<file path="config.mk">
export PLATFORM = sky130hd
export DESIGN_NAME = rd_buf_manager_flat
export DESIGN_NICKNAME = d
export VERILOG_FILES = /design/src/rtl/rd_buf_manager_if.sv /design/src/rtl/rd_buf_manager.sv /design/src/flat_wrapper.sv
export SDC_FILE = /design/constraint.sdc
export NUM_CORES = 1
export LEC_CHECK = 0
export BUFFER_PORTS_ARGS = -buffer_cell sky130_fd_sc_hd__buf_2
export CAP_MARGIN = 5
export CORE_MARGIN = 4
export CORE_UTILIZATION = 57
export DETAILED_ROUTE_END_ITERATION = 16
export PLACE_DENSITY_LB_ADDON = 0.08
export REMOVE_ABC_BUFFERS = 1
export SLEW_MARGIN = 5
export SYNTH_ARGS = -nofsm -noshare
export SYNTH_HDL_FRONTEND = slang
export SYNTH_SLANG_ARGS = --single-unit
</file>
<file path="constraint.sdc">
create_clock -name clk_i -period 4.9 [get_ports clk_i]
set_clock_uncertainty 0.1 [all_clocks]
set_input_delay 1.225 -clock clk_i [delete_from_list [all_inputs] [get_ports clk_i]]
set_output_delay 1.225 -clock clk_i [all_outputs]
set_load 0.02 [all_outputs]
</file>
<file path="src/rtl/rd_buf_manager_if.sv">
// Trigger, word-strobe and AXI-control bundle for the rd_buf_manager ring sequencer.
// The master drives the requests and the slave (the sequencer) drives the status.
interface rd_buf_manager_if;
  logic        trig;
  logic        mem_wrt;
  logic [31:0] ctrl;
  logic        ctrl_wr;

  logic        enable_xfr;
  logic [1:0]  wrt_buf_num;
  logic [1:0]  rd_buf_num;
  logic        trig_out;
  logic [3:0]  buf_full;
  logic        intr;
  logic [31:0] status;

  modport master (
    output trig, mem_wrt, ctrl, ctrl_wr,
    input  enable_xfr, wrt_buf_num, rd_buf_num, trig_out, buf_full, intr, status
  );

  modport slave (
    input  trig, mem_wrt, ctrl, ctrl_wr,
    output enable_xfr, wrt_buf_num, rd_buf_num, trig_out, buf_full, intr, status
  );
endinterface

</file>
<file path="src/rtl/rd_buf_manager.sv">
// Ring sequencer for four capture buffers: gates transfers on trigger, counts words,
// marks buffers full and hands the oldest full buffer to software for release.
module rd_buf_manager #(
  parameter int unsigned XFR_WORDS   = 2048,
  parameter int unsigned TIMEOUT_CYC = 4096
) (
  input  logic            clk_i,
  input  logic            rst_i,
  rd_buf_manager_if.slave bus
);

  localparam int unsigned WW = $clog2(XFR_WORDS + 1);
  localparam int unsigned TW = $clog2(TIMEOUT_CYC + 1);
  // Both counters are compared before their increment, hence the "- 1".
  localparam logic [WW-1:0] WORDS_LAST = WW'(XFR_WORDS - 1);
  localparam logic [TW-1:0] TMO_LAST   = TW'(TIMEOUT_CYC - 1);

  typedef enum logic [1:0] {
    IDLE = 2'd0,
    XFER = 2'd1,
    DONE = 2'd2
  } state_e;

  state_e        state_q;
  logic          trig_prev_q;
  logic          enable_q;
  logic          enable_xfr_q;
  logic          trig_out_q;
  logic [WW-1:0] word_cnt_q;
  logic [TW-1:0] tmo_cnt_q;
  logic [3:0]    buf_full_q;
  logic [1:0]    wrt_q;
  logic [1:0]    rd_q;
  logic [7:0]    drop_cnt_q;
  logic          tmo_err_q;
  logic          rel_err_q;

  logic       trig_rise;
  logic       release_req;
  logic       flush_req;
  logic [7:0] drop_cnt_d;
  logic       unused_ctrl_bits;

  assign trig_rise        = bus.trig & ~trig_prev_q;
  assign release_req      = bus.ctrl_wr & bus.ctrl[0];
  assign flush_req        = bus.ctrl_wr & bus.ctrl[1];
  assign drop_cnt_d       = (drop_cnt_q == 8'hFF) ? drop_cnt_q : drop_cnt_q + 8'd1;
  assign unused_ctrl_bits = ^bus.ctrl[31:3];

  // NOTE: every register here uses <= so all branches see the pre-edge values;
  // later assignments in the block (release, then flush) deliberately win.
  always_ff @(posedge clk_i or posedge rst_i) begin
    if (rst_i) begin
      state_q      <= IDLE;
      trig_prev_q  <= 1'b0;
      enable_q     <= 1'b0;
      enable_xfr_q <= 1'b0;
      trig_out_q   <= 1'b0;
      word_cnt_q   <= '0;
      tmo_cnt_q    <= '0;
      buf_full_q   <= '0;
      wrt_q        <= '0;
      rd_q         <= '0;
      drop_cnt_q   <= '0;
      tmo_err_q    <= 1'b0;
      rel_err_q    <= 1'b0;
    end else begin
      trig_prev_q <= bus.trig;
      trig_out_q  <= 1'b0;
      if (bus.ctrl_wr) begin
        enable_q <= bus.ctrl[2];
      end

      unique case (state_q)
        IDLE: begin
          if (trig_rise && enable_q) begin
            if (!buf_full_q[wrt_q]) begin
              state_q      <= XFER;
              word_cnt_q   <= '0;
              tmo_cnt_q    <= '0;
              trig_out_q   <= 1'b1;
              enable_xfr_q <= 1'b1;
            end else begin
              drop_cnt_q <= drop_cnt_d;
            end
          end
        end

        XFER: begin
          if (trig_rise) begin
            drop_cnt_q <= drop_cnt_d;
          end
          if (bus.mem_wrt) begin
            word_cnt_q <= word_cnt_q + WW'(1);
            tmo_cnt_q  <= '0;
            if (word_cnt_q == WORDS_LAST) begin
              state_q      <= DONE;
              enable_xfr_q <= 1'b0;
            end
          end else if (tmo_cnt_q == TMO_LAST) begin
            // Stalled transfer: abandon the partial buffer, keep WRT pointing at it.
            state_q      <= IDLE;
            enable_xfr_q <= 1'b0;
            tmo_err_q    <= 1'b1;
          end else begin
            tmo_cnt_q <= tmo_cnt_q + TW'(1);
          end
        end

        DONE: begin
          buf_full_q[wrt_q] <= 1'b1;
          wrt_q             <= wrt_q + 2'd1;
          state_q           <= IDLE;
        end

        default: begin
          state_q      <= IDLE;
          enable_xfr_q <= 1'b0;
        end
      endcase

      // A valid release index never equals the buffer finishing in DONE.
      if (release_req) begin
        if (buf_full_q[rd_q]) begin
          buf_full_q[rd_q] <= 1'b0;
          rd_q             <= rd_q + 2'd1;
        end else begin
          rel_err_q <= 1'b1;
        end
      end

      if (flush_req) begin
        state_q      <= IDLE;
        enable_xfr_q <= 1'b0;
        trig_out_q   <= 1'b0;
        buf_full_q   <= '0;
        wrt_q        <= '0;
        rd_q         <= '0;
        drop_cnt_q   <= '0;
        tmo_err_q    <= 1'b0;
        rel_err_q    <= 1'b0;
      end
    end
  end

  assign bus.enable_xfr  = enable_xfr_q;
  assign bus.wrt_buf_num = wrt_q;
  assign bus.rd_buf_num  = rd_q;
  assign bus.trig_out    = trig_out_q;
  assign bus.buf_full    = buf_full_q;
  assign bus.intr        = |buf_full_q;
  assign bus.status      = {8'h00, drop_cnt_q, 3'b000, rel_err_q, tmo_err_q, enable_q,
                            state_q, rd_q, wrt_q, buf_full_q};

endmodule
</file>
<file path="src/flat_wrapper.sv">
// flat-port wrapper written by rule: the top's interface ports become plain ports
module rd_buf_manager_flat 
#(
  parameter int unsigned XFR_WORDS   = 2048,
  parameter int unsigned TIMEOUT_CYC = 4096
)
  (clk_i, rst_i, bus_trig, bus_mem_wrt, bus_ctrl, bus_ctrl_wr, bus_enable_xfr, bus_wrt_buf_num, bus_rd_buf_num, bus_trig_out, bus_buf_full, bus_intr, bus_status);
  rd_buf_manager_if bus_i ();
  input  logic clk_i;
  input  logic rst_i;
  input wire logic [$bits(bus_i.trig)-1:0] bus_trig;
  input wire logic [$bits(bus_i.mem_wrt)-1:0] bus_mem_wrt;
  input wire logic [$bits(bus_i.ctrl)-1:0] bus_ctrl;
  input wire logic [$bits(bus_i.ctrl_wr)-1:0] bus_ctrl_wr;
  output wire logic [$bits(bus_i.enable_xfr)-1:0] bus_enable_xfr;
  output wire logic [$bits(bus_i.wrt_buf_num)-1:0] bus_wrt_buf_num;
  output wire logic [$bits(bus_i.rd_buf_num)-1:0] bus_rd_buf_num;
  output wire logic [$bits(bus_i.trig_out)-1:0] bus_trig_out;
  output wire logic [$bits(bus_i.buf_full)-1:0] bus_buf_full;
  output wire logic [$bits(bus_i.intr)-1:0] bus_intr;
  output wire logic [$bits(bus_i.status)-1:0] bus_status;
  assign bus_i.trig = bus_trig;
  assign bus_i.mem_wrt = bus_mem_wrt;
  assign bus_i.ctrl = bus_ctrl;
  assign bus_i.ctrl_wr = bus_ctrl_wr;
  assign bus_enable_xfr = bus_i.enable_xfr;
  assign bus_wrt_buf_num = bus_i.wrt_buf_num;
  assign bus_rd_buf_num = bus_i.rd_buf_num;
  assign bus_trig_out = bus_i.trig_out;
  assign bus_buf_full = bus_i.buf_full;
  assign bus_intr = bus_i.intr;
  assign bus_status = bus_i.status;
  rd_buf_manager #(.XFR_WORDS(XFR_WORDS), .TIMEOUT_CYC(TIMEOUT_CYC)) u_core (.clk_i(clk_i), .rst_i(rst_i), .bus(bus_i));
endmodule
</file>
==> flow_summary.json <==
{
  "grt_pass1_vias": 2138,
  "numCtsBuffers": 5,
  "cts_tree": "done",
  "setup_tns_ns": 0,
  "cts_resized": 0,
  "vias": 2163,
  "postRouteAntennaNets": 0,
  "tightest_slew_ns": 1.00,
  "synth_edf_count": 0,
  "grt_antenna_before_repair": 0,
  "cp_max_fo": 6,
  "place_congestion": 0.817,
  "crit_arrival_ns": 1.45,
  "setup_viol": 0,
  "drt-initial-drc-count": 148,
  "yosysSeqAreaShare_pct": 42.3,
  "syn_area_sq_um": 2900,
  "powerDensity_nw_per_um2": 287,
  "cts_root_buf": "clkbuf_8",
  "slowest_delay_ns": 0.52,
  "required_ns": 3.58,
  "critPathBufInv": 1,
  "hp-class": "reg -> reg",
  "die-area_sq_um": 6290,
  "grt_pass1_wl_microns": 9850,
  "rsz0062_at_grt": "no",
  "htree_levels": 2,
  "synth.area.top_cells": "dfrtp_1 (42%), buf_4 (6.2%), xnor2_1 (4.8%)",
  "ctsLongestPathBuffers": 2,
  "diodes": 0,
  "drive_gt1_share_pct": 18.0,
  "die_y_microns": 79.3,
  "critPathKind": "reg -> out",
  "final_max_slew_viol_count": 0,
  "clk_pin_slew_ns": 0.10,
  "crit_chain": "or4_1 > buf_2",
  "period_needed_ns": 2.77,
  "maxCapViolations": 0,
  "die_x_microns": 79.3,
  "start_util_pct": 60.1,
  "fillers": 449,
  "relSlewSlack_pct": 32.9,
  "fp-row-count": 25,
  "core_area_sq_um": 4820,
  "synthFlopType": "dfrtp_1",
  "grt_remaining_overflow": 0,
  "cts_num_sinks": 49,
  "routed_wl_microns": 5670,
  "crit_path_top_delay_cell": "or4_1",
  "avgSynthCellArea_sq_um": 9.56,
  "seqCellArea_sq_um": 1230,
  "syn_inst": 303,
  "finalHoldViolCount": 0,
  "multi_input_area_sq_um": 1460,
  "ctsHoldBuffers": 0,
  "post_cts_buffers": 0,
  "routed_via_density": 5.48,
  "end_kind": "output port",
  "synth_top_area_share_pct": 42.3,
  "drc_errors": 0,
  "grt_max_degree": 50,
  "yosys_register_bits": 49,
  "post_drt_wl_per_cell_microns": 14.4,
  "min_period_over_period_pct": 56.6,
  "ys_async_sr_fraction_pct": 100,
  "final_nets": 375,
  "syn_to_final_growth_pct": 7.43,
  "firstDrtPassIters": 4,
  "io_pins": 80,
  "ir_drop_mv": 0.182,
  "fmax_mhz": 361,
  "startpoint_type": "flop",
  "port_buffers": 39,
  "outcome": "finished clean",
  "yosysWarnings": 0,
  "leakage_uw": 0.00147,
  "critPathTopFamily": "simple AND/OR/NAND/NOR gates",
  "yosys.area.top_type": "dfrtp_1",
  "yosysUniqueCellTypes": 51,
  "grt_usage_pct": 19.6,
  "hold_slack_ns": 0.411,
  "insertion_delay_ns": 0.31,
  "place_hpwl_microns": 3890
}
## report_power, final
part	switching [uW]	internal (uW)	total, uW
clock	143	166	309
sequential	32.5	427	459
combinational	78.9	45.3	124
## final timing paths
path | from | end | slack, ns | cells after the start
worst max register to register | u_core.bus.wrt_buf_num[0]$_DFFE_PP0P_ | u_core.bus.enable_xfr$_DFFE_PP0P_ | 2.55 | 5
worst max-delay path | u_core.bus.buf_full[2]$_DFF_PP0_ | bus_intr | 2.13 | 2
worst min-delay path | u_core.tmo_err_q$_DFFE_PP0P_ | u_core.tmo_err_q$_DFFE_PP0P_ | 0.41 | 2
min in group asynchronous | rst_i | u_core.word_cnt_q[5]$_DFFE_PP0P_ | 1.04 | 2
max in group asynchronous | rst_i | u_core.word_cnt_q[1]$_DFFE_PP0P_ | 3.04 | 2
worst min register to register | u_core.tmo_err_q$_DFFE_PP0P_ | u_core.tmo_err_q$_DFFE_PP0P_ | 0.41 | 2
## Yosys cell counts (2+ instances only)
master and number:
nand4_1 5, and4_1 5, a22o_1 5, a211oi_1 4
nor2b_1 4, mux2i_1 2, xor2_1 5, nor4_1 2
clkbuf_1 4, buf_4 24, mux2_2 2, nand3_1 12
o21ai_0 16, a21oi_1 14, dfrtp_1 49, and3_1 8
o31ai_1 3, o22ai_1 3, xnor2_1 16, ha_1 11
nor3b_1 4, nor3_1 7, inv_1 8, nor2_1 33
nand2b_1 5, and2_1 2, a31oi_1 4, nand2_1 21
buf_2 3
## layer usage
metal / share of wire [%] / wire length (microns) / track usage [%]
met4: 0.90 / 51 / 4.12
met5: 0 / 0 / 0
met1: 49 / 2780 / 26.9
met3: 4.5 / 253 / 4.88
met2: 46 / 2580 / 31.4
## cell families after synthesis
kind of cell / synth area share, %
compound gates: 13.5
xor+xnor: 6.35
fa+ha+maj: 4.75
buf+inv: 8.68
flops: 42.3
mux: 2.76
other cells: 0.129
simple gates: 21.5
## flip-flops by register name, indices dropped and copies added, names as in the netlist, 2 cells and up
register                count
u_core.bus.wrt_buf_num      2
u_core.bus.buf_full         4
u_core.bus.rd_buf_num       2
u_core.word_cnt_q          12
u_core.drop_cnt_q           8
u_core.tmo_cnt_q           13
u_core.state_q              2
## final cells by class
class	instances	share of cell area, %
inverter	8	0.965
sequential	49	39.4
clock inverter	2	1.21
tap	67	2.69
clock buffer	6	2.65
timing repair buffer	39	6.27
multi-input combinational	224	46.8
## placed cells by master (no fill, tap or decap), drive strengths merged, types with 2 or more instances in the layout
cell,count
and2,2
a22o,5
nand3,12
xor2,5
xnor2,16
dfrtp,49
nor3,8
o22ai,3
o21ai,17
a21oi,15
a31oi,4
inv,8
nor2b,4
conb,11
nand4,5
and3,8
nor4,2
nor3b,6
ha,11
nand2,21
clkbuf,6
nand2b,5
mux2,3
nor2,33
buf,39
and4,5
o31ai,3
mux2i,2
a211oi,5
## worst register-to-register path, delay by kind of cell (launching register included)
| kind | cells | cell delay, ns |
|---|---|---|
| compound gates | 2 | 0.41 |
| mux | 1 | 0.43 |
| flops | 1 | 0.52 |
| simple gates | 2 | 0.82 |
## metrics by stage
step / setup slack (ns) / instance area (sq um) / cells / total power [uW] / utilization [%]
3_5_place_dp: 2.12 / 2990 / 387 / 592 / 62.1
3_3_place_gp: 2.13 / 2990 / 387 / 587 / 62.1
4_1_cts: 2.12 / 3110 / 395 / 899 / 64.6
5_1_grt: 2.06 / 3110 / 395 / 936 / 64.6
6_report: 2.13 / 3110 / 395 / 893 / 64.6
2_1_floorplan: 2.36 / 2710 / 281 / 553 / -
No activity file was read; power rests on OpenSTA's default activity.
